File: src/rtl/pressure_sensor_receiver.sv
// Serial receiver for framed 6-bit pressure samples: start, 6 data bits LSB first, even parity, stop.
// Good samples update pressureData with a dataValid strobe; bad frames are flagged and counted.
module pressure_sensor_receiver #(
  parameter int unsigned CLKS_PER_BIT = 4
) (
  input  logic       clk,
  input  logic       rst,
  input  logic       serialIn,
  output logic [5:0] pressureData,
  output logic       dataValid,
  output logic       parityError,
  output logic       frameError,
  output logic [7:0] errorCount
);

  localparam int unsigned H    = CLKS_PER_BIT / 2;
  localparam int unsigned CntW = $clog2(CLKS_PER_BIT);
  localparam logic [CntW-1:0] CntHalf = CntW'(H - 1);
  localparam logic [CntW-1:0] CntLast = CntW'(CLKS_PER_BIT - 1);

  typedef enum logic [2:0] {
    StIdle,
    StStart,
    StData,
    StParity,
    StStop,
    StWaitHigh
  } rxStateT;

  rxStateT         state;
  logic [CntW-1:0] cnt;
  logic [2:0]      idx;
  logic [5:0]      shiftReg;
  logic            parityBit;
  logic            syncA;
  logic            s;

  always_ff @(posedge clk or posedge rst) begin
    if (rst) begin
      syncA <= 1'b1;
      s     <= 1'b1;
    end else begin
      syncA <= serialIn;
      s     <= syncA;
    end
  end

  always_ff @(posedge clk or posedge rst) begin
    if (rst) begin
      state        <= StIdle;
      cnt          <= '0;
      idx          <= '0;
      shiftReg     <= '0;
      parityBit    <= 1'b0;
      pressureData <= '0;
      dataValid    <= 1'b0;
      parityError  <= 1'b0;
      frameError   <= 1'b0;
      errorCount   <= '0;
    end else begin
      dataValid   <= 1'b0;
      parityError <= 1'b0;
      frameError  <= 1'b0;
      case (state)
        StIdle: begin
          if (!s) begin
            state <= StStart;
            cnt   <= '0;
          end
        end
        StStart: begin
          if (cnt == CntHalf) begin
            cnt <= '0;
            if (!s) begin
              state <= StData;
              idx   <= '0;
            end else begin
              state <= StIdle;
            end
          end else begin
            cnt <= cnt + 1'b1;
          end
        end
        StData: begin
          if (cnt == CntLast) begin
            cnt      <= '0;
            // LSB arrives first, so after six shifts bit 0 sits at the bottom.
            shiftReg <= {s, shiftReg[5:1]};
            if (idx == 3'd5) begin
              state <= StParity;
            end else begin
              idx <= idx + 1'b1;
            end
          end else begin
            cnt <= cnt + 1'b1;
          end
        end
        StParity: begin
          if (cnt == CntLast) begin
            cnt       <= '0;
            parityBit <= s;
            state     <= StStop;
          end else begin
            cnt <= cnt + 1'b1;
          end
        end
        StStop: begin
          if (cnt == CntLast) begin
            cnt <= '0;
            if (s) begin
              state <= StIdle;
              if (^{shiftReg, parityBit}) begin
                parityError <= 1'b1;
                if (errorCount != 8'hFF) errorCount <= errorCount + 8'd1;
              end else begin
                pressureData <= shiftReg;
                dataValid    <= 1'b1;
              end
            end else begin
              // A low stop bit outranks any parity problem.
              frameError <= 1'b1;
              if (errorCount != 8'hFF) errorCount <= errorCount + 8'd1;
              state <= StWaitHigh;
            end
          end else begin
            cnt <= cnt + 1'b1;
          end
        end
        StWaitHigh: begin
          if (s) state <= StIdle;
        end
        default: state <= StIdle;
      endcase
    end
  end

endmodule

File: config.mk
export PLATFORM = sky130hd
export DESIGN_NAME = pressure_sensor_receiver
export DESIGN_NICKNAME = d
export VERILOG_FILES = /design/src/rtl/pressure_sensor_receiver.sv
export SDC_FILE = /design/constraint.sdc
export NUM_CORES = 1
export LEC_CHECK = 0
export ABC_AREA = 0
export CAP_MARGIN = 20
export CORE_AREA = 2 2 83 61
export DETAILED_ROUTE_END_ITERATION = 12
export DIE_AREA = 0 0 85 63
export DONT_BUFFER_PORTS = 1
export PLACE_DENSITY = 0.62
export SETUP_SLACK_MARGIN = 0.02
export SYNTH_ARGS = -nofsm -noshare
export SYNTH_HDL_FRONTEND = slang
export SYNTH_SLANG_ARGS = --single-unit
File: constraint.sdc
create_clock -name clk -period 2.95 [get_ports clk]
set_input_delay 0.295 -clock clk [delete_from_list [all_inputs] [get_ports clk]]
set_output_delay 0.295 -clock clk [all_outputs]
set_load 0.02 [all_outputs]
* Yosys cells after proc, flatten, opt, wreduce, memory -nomap -nowiden
Cells that the tools add are included.
W data, S select, Z words.
** Operators by class
- Add/sub/neg operators :: 3
- Multiply operators :: 0
- Div/mod/pow operators :: 0
- Magnitude comparators :: 0
- Equal/unequal tests :: 19
- Shifts and indexed selects :: 0
- Muxes and demuxes :: 33
- Bitwise gates (word level) :: 1
- Reduce and logical (&&, ||, !) cells :: 12
** Operators by type and width (count)
- $mux W3 :: 12
- $mux W8 :: 3
- $ne A2 B2 Y1 const B :: 9
- $pmux W3 S6 :: 1
- $mux W1 :: 11
- $eq A3 B3 Y1 const B :: 3
- $add A8 B1 Y8 const B :: 1
- $mux W2 :: 4
- $ne A8 B8 Y1 const B :: 1
- $reduce_and A7 Y1 :: 1
- $reduce_xor A7 Y1 :: 1
- $eq A3 B2 Y1 const B :: 2
- $pmux W2 S3 :: 1
- $pmux W3 S2 :: 1
- $reduce_and A2 Y1 :: 3
- $reduce_and A5 Y1 :: 1
- $reduce_and A4 Y1 :: 1
- $add A3 B1 Y3 const B :: 1
- $eq A3 B1 Y1 const B :: 1
- $logic_not A3 Y1 :: 1
- $reduce_and A3 Y1 :: 1
- $reduce_bool A3 Y1 :: 1
- $reduce_or A3 Y1 :: 1
- $add A2 B1 Y2 const B :: 1
- 5 further kinds :: 5
** Storage, ports and cells
- Flip-flop bits (word level) :: 34
- Latch bits :: 0
- RAM bits :: 0
- ROM bits :: 0
- Input port bits :: 3
- Memories :: 0

* Logic depth before layout (Yosys ltp)
Gate-level depths: netlist of run 1.
- Depth after elaboration :: 5
- Depth in mapped cells :: 6
- Gate-level depth less buffers :: 6

* Worst setup path after synthesis of run 1
OpenSTA, ideal clock, no wires.
- Path kind :: flip-flop to flip-flop
- From :: register errorCount[0]
- To :: register errorCount[1]
- Setup time :: 125 ps
- Data arrival time :: 1785 ps
- Data required time :: 2825 ps
- Slack :: 1040 ps
- Stages on the path, launching flop included :: 6
- Path buffers :: 0
- Clock period less this slack :: 1910 ps
- Cells stage by stage :: dfrtp_1 > ha_1 > nand3_1 > o31ai_1 > a21oi_1 > mux2_2
** Between the ends
- Longest elaborated chain between the ends :: 4
** Ends and longest elaborated chain
- start, declared :: line 13 : output logic [7:0] errorCount
- start signal, assigned :: line 114 : if (errorCount != 8'hFF) errorCount <= errorCount + 8'd1;
- start signal, assigned :: line 122 : if (errorCount != 8'hFF) errorCount <= errorCount + 8'd1;
- $add A8 B1 Y8 or $ne A8 B8 Y1 (tied branches) :: line 114, 122
- $mux W8 (*) :: line 114, 122
- $mux W8 :: line 112 : if (^{shiftReg, parityBit}) begin
- $mux W8 (*) :: line 110 : if (s) begin
Every way passes the cells marked *; elsewhere a longest branch is shown, timed or not. The select of a mux whose other input is x is not followed.
A chain may end at the register's enable or synchronous reset.

* Worst setup path after layout of run 1
Ends and elaborated chain as after synthesis.

==> results of run 1 <==
[where the power goes]
| part | internal, mW | total (mW) | switching, mW |
|---|---|---|---|
| combinational | 0.290 | 0.574 | 0.284 |
| clock | 0.163 | 0.325 | 0.162 |
| sequential | 0.546 | 0.701 | 0.155 |
[flip-flops by register name (all words and copies together) (netlist names)]
signal and cells:
idx 3, syncA 1, cnt 2, errorCount 8, parityBit 1, pressureData 6
s 1, parityError 1, dataValid 1, state 3, frameError 1, shiftReg 6
[metrics by stage]
stage	hold WS (ps)	power [mW]	setup WS [ps]	cell area, um2
floorplan	299.5	1.161	1040	1785
global placement	299.6	1.246	966.0	1833
detailed placement	299.5	1.284	833.3	1833
CTS	361.3	1.620	823.5	1936
global route	362.2	1.740	644.6	1936
finish	358.5	1.600	804.6	1936
[worst min-delay path by stage]
| stage | start | end | slack, ps | depth (start not counted) |
|---|---|---|---|---|
| detailed placement | serialIn | syncA$_DFF_PP1_ | 300 | 0 |
| finish | syncA$_DFF_PP1_ | s$_DFF_PP1_ | 360 | 0 |
| CTS | syncA$_DFF_PP1_ | s$_DFF_PP1_ | 360 | 0 |
| global route | syncA$_DFF_PP1_ | s$_DFF_PP1_ | 360 | 0 |
| global placement | rst | errorCount[2]$_DFFE_PP0P_ | 300 | 2 |
| floorplan | serialIn | syncA$_DFF_PP1_ | 300 | 0 |
[logic make-up after synthesis]
family | synth area share
AO/OA/AOI/OAI | 0.1268
XOR/XNOR | 0.07008
adder cells (fa/ha/maj) | 0.04905
buffers and inverters | 0.03434
flip-flops | 0.4779
multiplexers | 0.1072
AND/OR/NAND/NOR | 0.1345
[per-layer routing]
metal  share of wire  vias to the layer above  global-route usage  wire length [um]
met3           0.059                        6             0.06341               197
li1                -                      559                   -                 -
met2            0.45                       24              0.1973              1485
met4           0.015                        0             0.04762                49
met5               0                        -                   0                 0
met1            0.48                      562              0.1871              1591
[cell usage in the layout (no fill, tap or decap), types with 2 or more instances in the layout]
cell and n:
and2_1 2, and3_1 4, or3b_2 3, o31ai_1 2, nor3b_1 2, a21oi_1 8, mux2_2 17, nand3b_1 2
dfrtp_1 32, o21ai_0 7, o211ai_1 2, clkbuf_8 5, xnor2_1 2, dlygate4sd3_1 2, nor2_1 7, xor2_1 7
ha_1 7, o221a_2 2, nand2_1 6, nand2b_1 5, inv_1 8, nand3_1 4, nor2b_1 2, dfstp_2 2
clkinv_2 2, a211oi_1 4
[critical path, cell delays in order, from the launching register on]
cell	delay [ps]
dfrtp_1	510
ha_1	220
nand3_1	180
o31ai_1	630
a21oi_1	160
mux2_2	320
[what timing repair did]
action	in CTS	in global routing
setup endpoints to repair	0	0
hold buffers	2	0
endpoints found under the hold margin	10	0
[cell type report]
type / count / share of cell area
clock buffers: 6 / 0.03749
flip-flops and latches: 34 / 0.4409
inverters: 8 / 0.01551
repair buffers: 3 / 0.01422
well taps: 57 / 0.03685
multi-input cells: 107 / 0.4499
clock inverters: 2 / 0.005171
==> impl_metrics.tcl, run 1 <==
set metrics [dict create \
    final_util 0.4210 \
    die_h_um 63 \
    clk_latency_ps 290 \
    power_density_mw_per_mm2 826.6 \
    dr_total_vias 1151 \
    reg2reg_to "errorCount[1]$_DFFE_PP0P_" \
    r2r-start "errorCount[0]$_DFFE_PP0P_" \
    numCtsBuffers 5 \
    fillers 438 \
    seq_area_um2 853.3 \
    clock_skew_ps 11.27 \
    core_mm2 0.004598 \
    synth.largest_area_cell "dfrtp_1" \
    synth_top_cell_area_share 0.4485 \
    synth_cell_types 37 \
    grt_pass1_vias 1110 \
    ys_warn_count 0 \
    setup_violations 0 \
    antenna_found_initial 0 \
    critPathArrivalTime_ps 2310 \
    tns_ps 0 \
    post-cts-setup-buffer-count 0 \
    drc 0 \
    grt_max_degree 35 \
    synthFlopType "dfrtp_1" \
    ir_drop_mv 0.3129 \
    worstMarginPinSlew_ps 696.4 \
    drive_above_1_share 0.2188 \
    netlist_area_mm2 0.001785 \
    synth.avg_cell_area_um2 11.37 \
    cap_viol_max_count 0 \
    start_util 0.3883 \
    io-pin-count 20 \
    die_w_um 85 \
    crit_path_end_kind "flip-flop" \
    r2r_cells 5 \
    criticalPathCategory "flip-flop to flip-flop" \
    wirelength_mm 3.324 \
    antennaDiodeCount 0 \
    synth_edf_count 0 \
    synth_seq_cells 34 \
    crit_path_end "errorCount[1]$_DFFE_PP0P_" \
    netlist_instances 157 \
    status "complete, no violations" \
    async_flop_share 1.000 \
    port_buffers 0 \
    post-route-min-period_ps 2145 \
    layout.nets 169 \
    syn_to_final_growth_pct 8.409 \
    ys_seq_area_frac 0.4779 \
    finalHoldViolCount 0 \
    hp-class "flip-flop to flip-flop" \
    cts.sinks 34 \
    hpwl_mm 2.313 \
    drt_first_pass_iters 4 \
    rsz0062_at_grt "no" \
    gp_congestion 0.7900 \
    clk_pin_slew_worst_paths_ps 60 \
    cp-startpoint "errorCount[0]$_DFFE_PP0P_" \
    tritoncts "done" \
    overflow 0 \
    slew_viol_final 0 \
    grt_usage 0.1390 \
    drtIter0Drc 65 \
    syn-num-nets 167 \
    multi_input_area_um2 870.8 \
    period_share 0.7273 \
    dp.cells 207 \
    cts_root_buffer "clkbuf_8" \
    leakagePower_nw 0.9189 \
    synthTopCellsByCount "dfrtp_1, mux2_2, a21oi_1, inv_1" \
    post_cts_resize_count 0 \
    fin_cells 217 \
    yosysMostFrequentCell "dfrtp_1" \
    slew_headroom 0.5298 \
    ff2ff_setup_slack_ps 800 \
    cts-root-to-sink-buffers 2 \
    viasPerCell 5.304 \
    synth_area_leaders "dfrtp_1, mux2_2, ha_1" \
    ant_nets 0 \
    grt_pass1_wl_mm 5.727 \
    wl_per_cell_um 15.32 \
    critPathMaxFanout 4 \
    cp-start-kind "flip-flop" \
    die-area_mm2 0.005355 \
    h-tree-depth 2 \
    fmax_mhz 466.1 \
    row_count 21 \
    worstPathRequired_ps 3110 \
]
No activity file was read; power rests on OpenSTA's default activity.
==> run 2: changes to the inputs <==
- clock period: 2.95 -> 2.3 ns (I/O delays scaled with it)
==> run 2 against run 1 <==
Effect of this change: sequential share of layout area shrank 0.45 points; non-clock buffer count is 1 higher; fmax is 5.7% higher; first-iteration DRC count up 32%; clock power increased by 36%; utilization up 0.44 points; via count up 4.3%; flip-flop and latch count is the same; global-route usage shrank 0.66 points; cell count grew 0.46%.
==> impl_metrics.tcl, run 2 (same netlist as run 1, synthesis figures left out) <==
set metrics [dict create \
    die-area_mm2 0.005355 \
    clock_skew_ps 10.28 \
    status "complete, no violations" \
    post-route-min-period_ps 2030 \
    cts_root_buffer "clkbuf_8" \
    clk_latency_ps 280 \
    top_regs "errorCount (8), pressureData (6), shiftReg (6)" \
    multi_input_area_um2 875.8 \
    layout.nets 170 \
    tns_ps 0 \
    worstMarginPinSlew_ps 679.2 \
    fmax_mhz 492.6 \
    ant_nets 0 \
    crit_path_end_kind "flip-flop" \
    drive_above_1_share 0.2236 \
    h-tree-depth 2 \
    worstPathRequired_ps 2460 \
    wl_per_cell_um 15.12 \
    gp_congestion 0.7772 \
    grt_max_degree 20 \
    numCtsBuffers 5 \
    layout_setup_ws_ps 269.8 \
    leakagePower_nw 0.9248 \
    cp-start-kind "flip-flop" \
    dr_total_vias 1201 \
    cts.sinks 34 \
    ff2ff_setup_slack_ps 270 \
    antenna_found_initial 0 \
    tritoncts "done" \
    port_buffers 0 \
    dpl_worst_slack_ps 173.5 \
    r2r_cells 5 \
    io-pin-count 20 \
    hpwl_mm 2.357 \
    min-delay-start "syncA$_DFF_PP1_" \
    antennaDiodeCount 0 \
    drt_first_pass_iters 4 \
    cap_viol_max_count 0 \
    power_density_mw_per_mm2 1069 \
    setup_violations 0 \
    row_count 21 \
    seq_area_um2 853.3 \
    holdPathEnd "s$_DFF_PP1_" \
    layout.cells.most_common "dfrtp_1" \
    design_area_mm2 0.001956 \
    wirelength_mm 3.297 \
    rsz0062_at_grt "no" \
    cp_cell_sequence "ha_1 -> or3b_2 -> a21oi_1 -> or3_1 -> mux2_2" \
    ir_drop_mv 0.4591 \
    slew_viol_final 0 \
    grt_usage 0.1324 \
    period_share 0.8827 \
    finalHoldViolCount 0 \
    post-cts-setup-buffer-count 0 \
    cts-root-to-sink-buffers 2 \
    dpl_cell_area_mm2 0.001841 \
    die_h_um 63 \
    clk_pin_slew_worst_paths_ps 60 \
    slew_headroom 0.5414 \
    max_stage_delay_ps 470 \
    overflow 0 \
    hp-class "flip-flop to flip-flop" \
    critPathArrivalTime_ps 2190 \
    mostFrequentLayoutCells "dfrtp_1, mux2_2, inv_1, a21oi_1" \
    syn_to_final_growth_pct 9.531 \
    r2r-start "cnt[0]$_DFFE_PP0P_" \
    largest_reg_flops 8 \
    drc 0 \
    fin_cells 218 \
    core_mm2 0.004598 \
    fillers 424 \
    min_delay_path_depth 0 \
    criticalPathCategory "flip-flop to flip-flop" \
    top_register "errorCount" \
    cp_slowest_cell "or3b_2" \
    drtIter0Drc 86 \
    grt_pass1_vias 1180 \
    die_w_um 85 \
    critPathMaxFanout 6 \
    viasPerCell 5.509 \
    grt_pass1_wl_mm 5.616 \
    start_util 0.3883 \
    reg2reg_to "idx[1]$_DFFE_PP0P_" \
    dp.cells 208 \
]
## run 2: final cells by class
class,instances,share of cell area
multi-input combinational,107,0.4479
sequential,34,0.4363
clock buffer,8,0.04607
tap,57,0.03647
timing repair buffer,4,0.01791
inverter,8,0.01536
## run 2: layer usage
metal	wire length, um	vias up	track usage
li1	-	561	-
met1	1612	589	0.1800
met2	1404	43	0.1875
met3	243	8	0.06341
met4	36	0	0.03770
met5	0	-	0
## run 2: where the power goes
group	internal (mW)	total, mW	switching (mW)
clock network	0.244	0.441	0.198
logic	0.381	0.768	0.387
registers	0.701	0.882	0.181
## run 2: timing repair
action | 4_1_cts | 5_1_grt
hold endpoints to repair | 15 | 0
endpoints found under the setup margin | 0 | 1
hold buffers | 2 | 0
gates resized for setup | 0 | 1
## run 2: stage by stage
stage	hold slack, ps	power, mW	util
final	358.8	2.091	0.4253
after global routing	361.1	2.267	0.4253
after CTS	360.6	2.114	0.4242
after detailed placement	232.0	1.656	0.4003
after global placement	207.4	1.618	0.4003
after floorplan	234.5	1.489	-
## run 2: critical path, delay by kind of cell (launching register included)
kind	cells	cell delay (ps)
AOI/OAI and AO/OA	1	200
adders and majority gates	1	280
DFF	1	440
muxes	1	350
and+or+nand+nor	2	660
## run 2: how the worst max path moves through the flow
| stage | end | cells past startpoint | slack (ps) | startpoint |
|---|---|---|---|---|
| 2_1_floorplan | errorCount[1]$_DFFE_PP0P_ | 5 | 390 | errorCount[0]$_DFFE_PP0P_ |
| 3_3_place_gp | errorCount[1]$_DFFE_PP0P_ | 5 | 320 | errorCount[0]$_DFFE_PP0P_ |
| 3_5_place_dp | errorCount[1]$_DFFE_PP0P_ | 5 | 170 | errorCount[0]$_DFFE_PP0P_ |
| 5_1_grt | errorCount[5]$_DFFE_PP0P_ | 5 | 90 | errorCount[0]$_DFFE_PP0P_ |
| 6_report | idx[1]$_DFFE_PP0P_ | 5 | 270 | cnt[0]$_DFFE_PP0P_ |
| 4_1_cts | errorCount[1]$_DFFE_PP0P_ | 5 | 160 | errorCount[0]$_DFFE_PP0P_ |
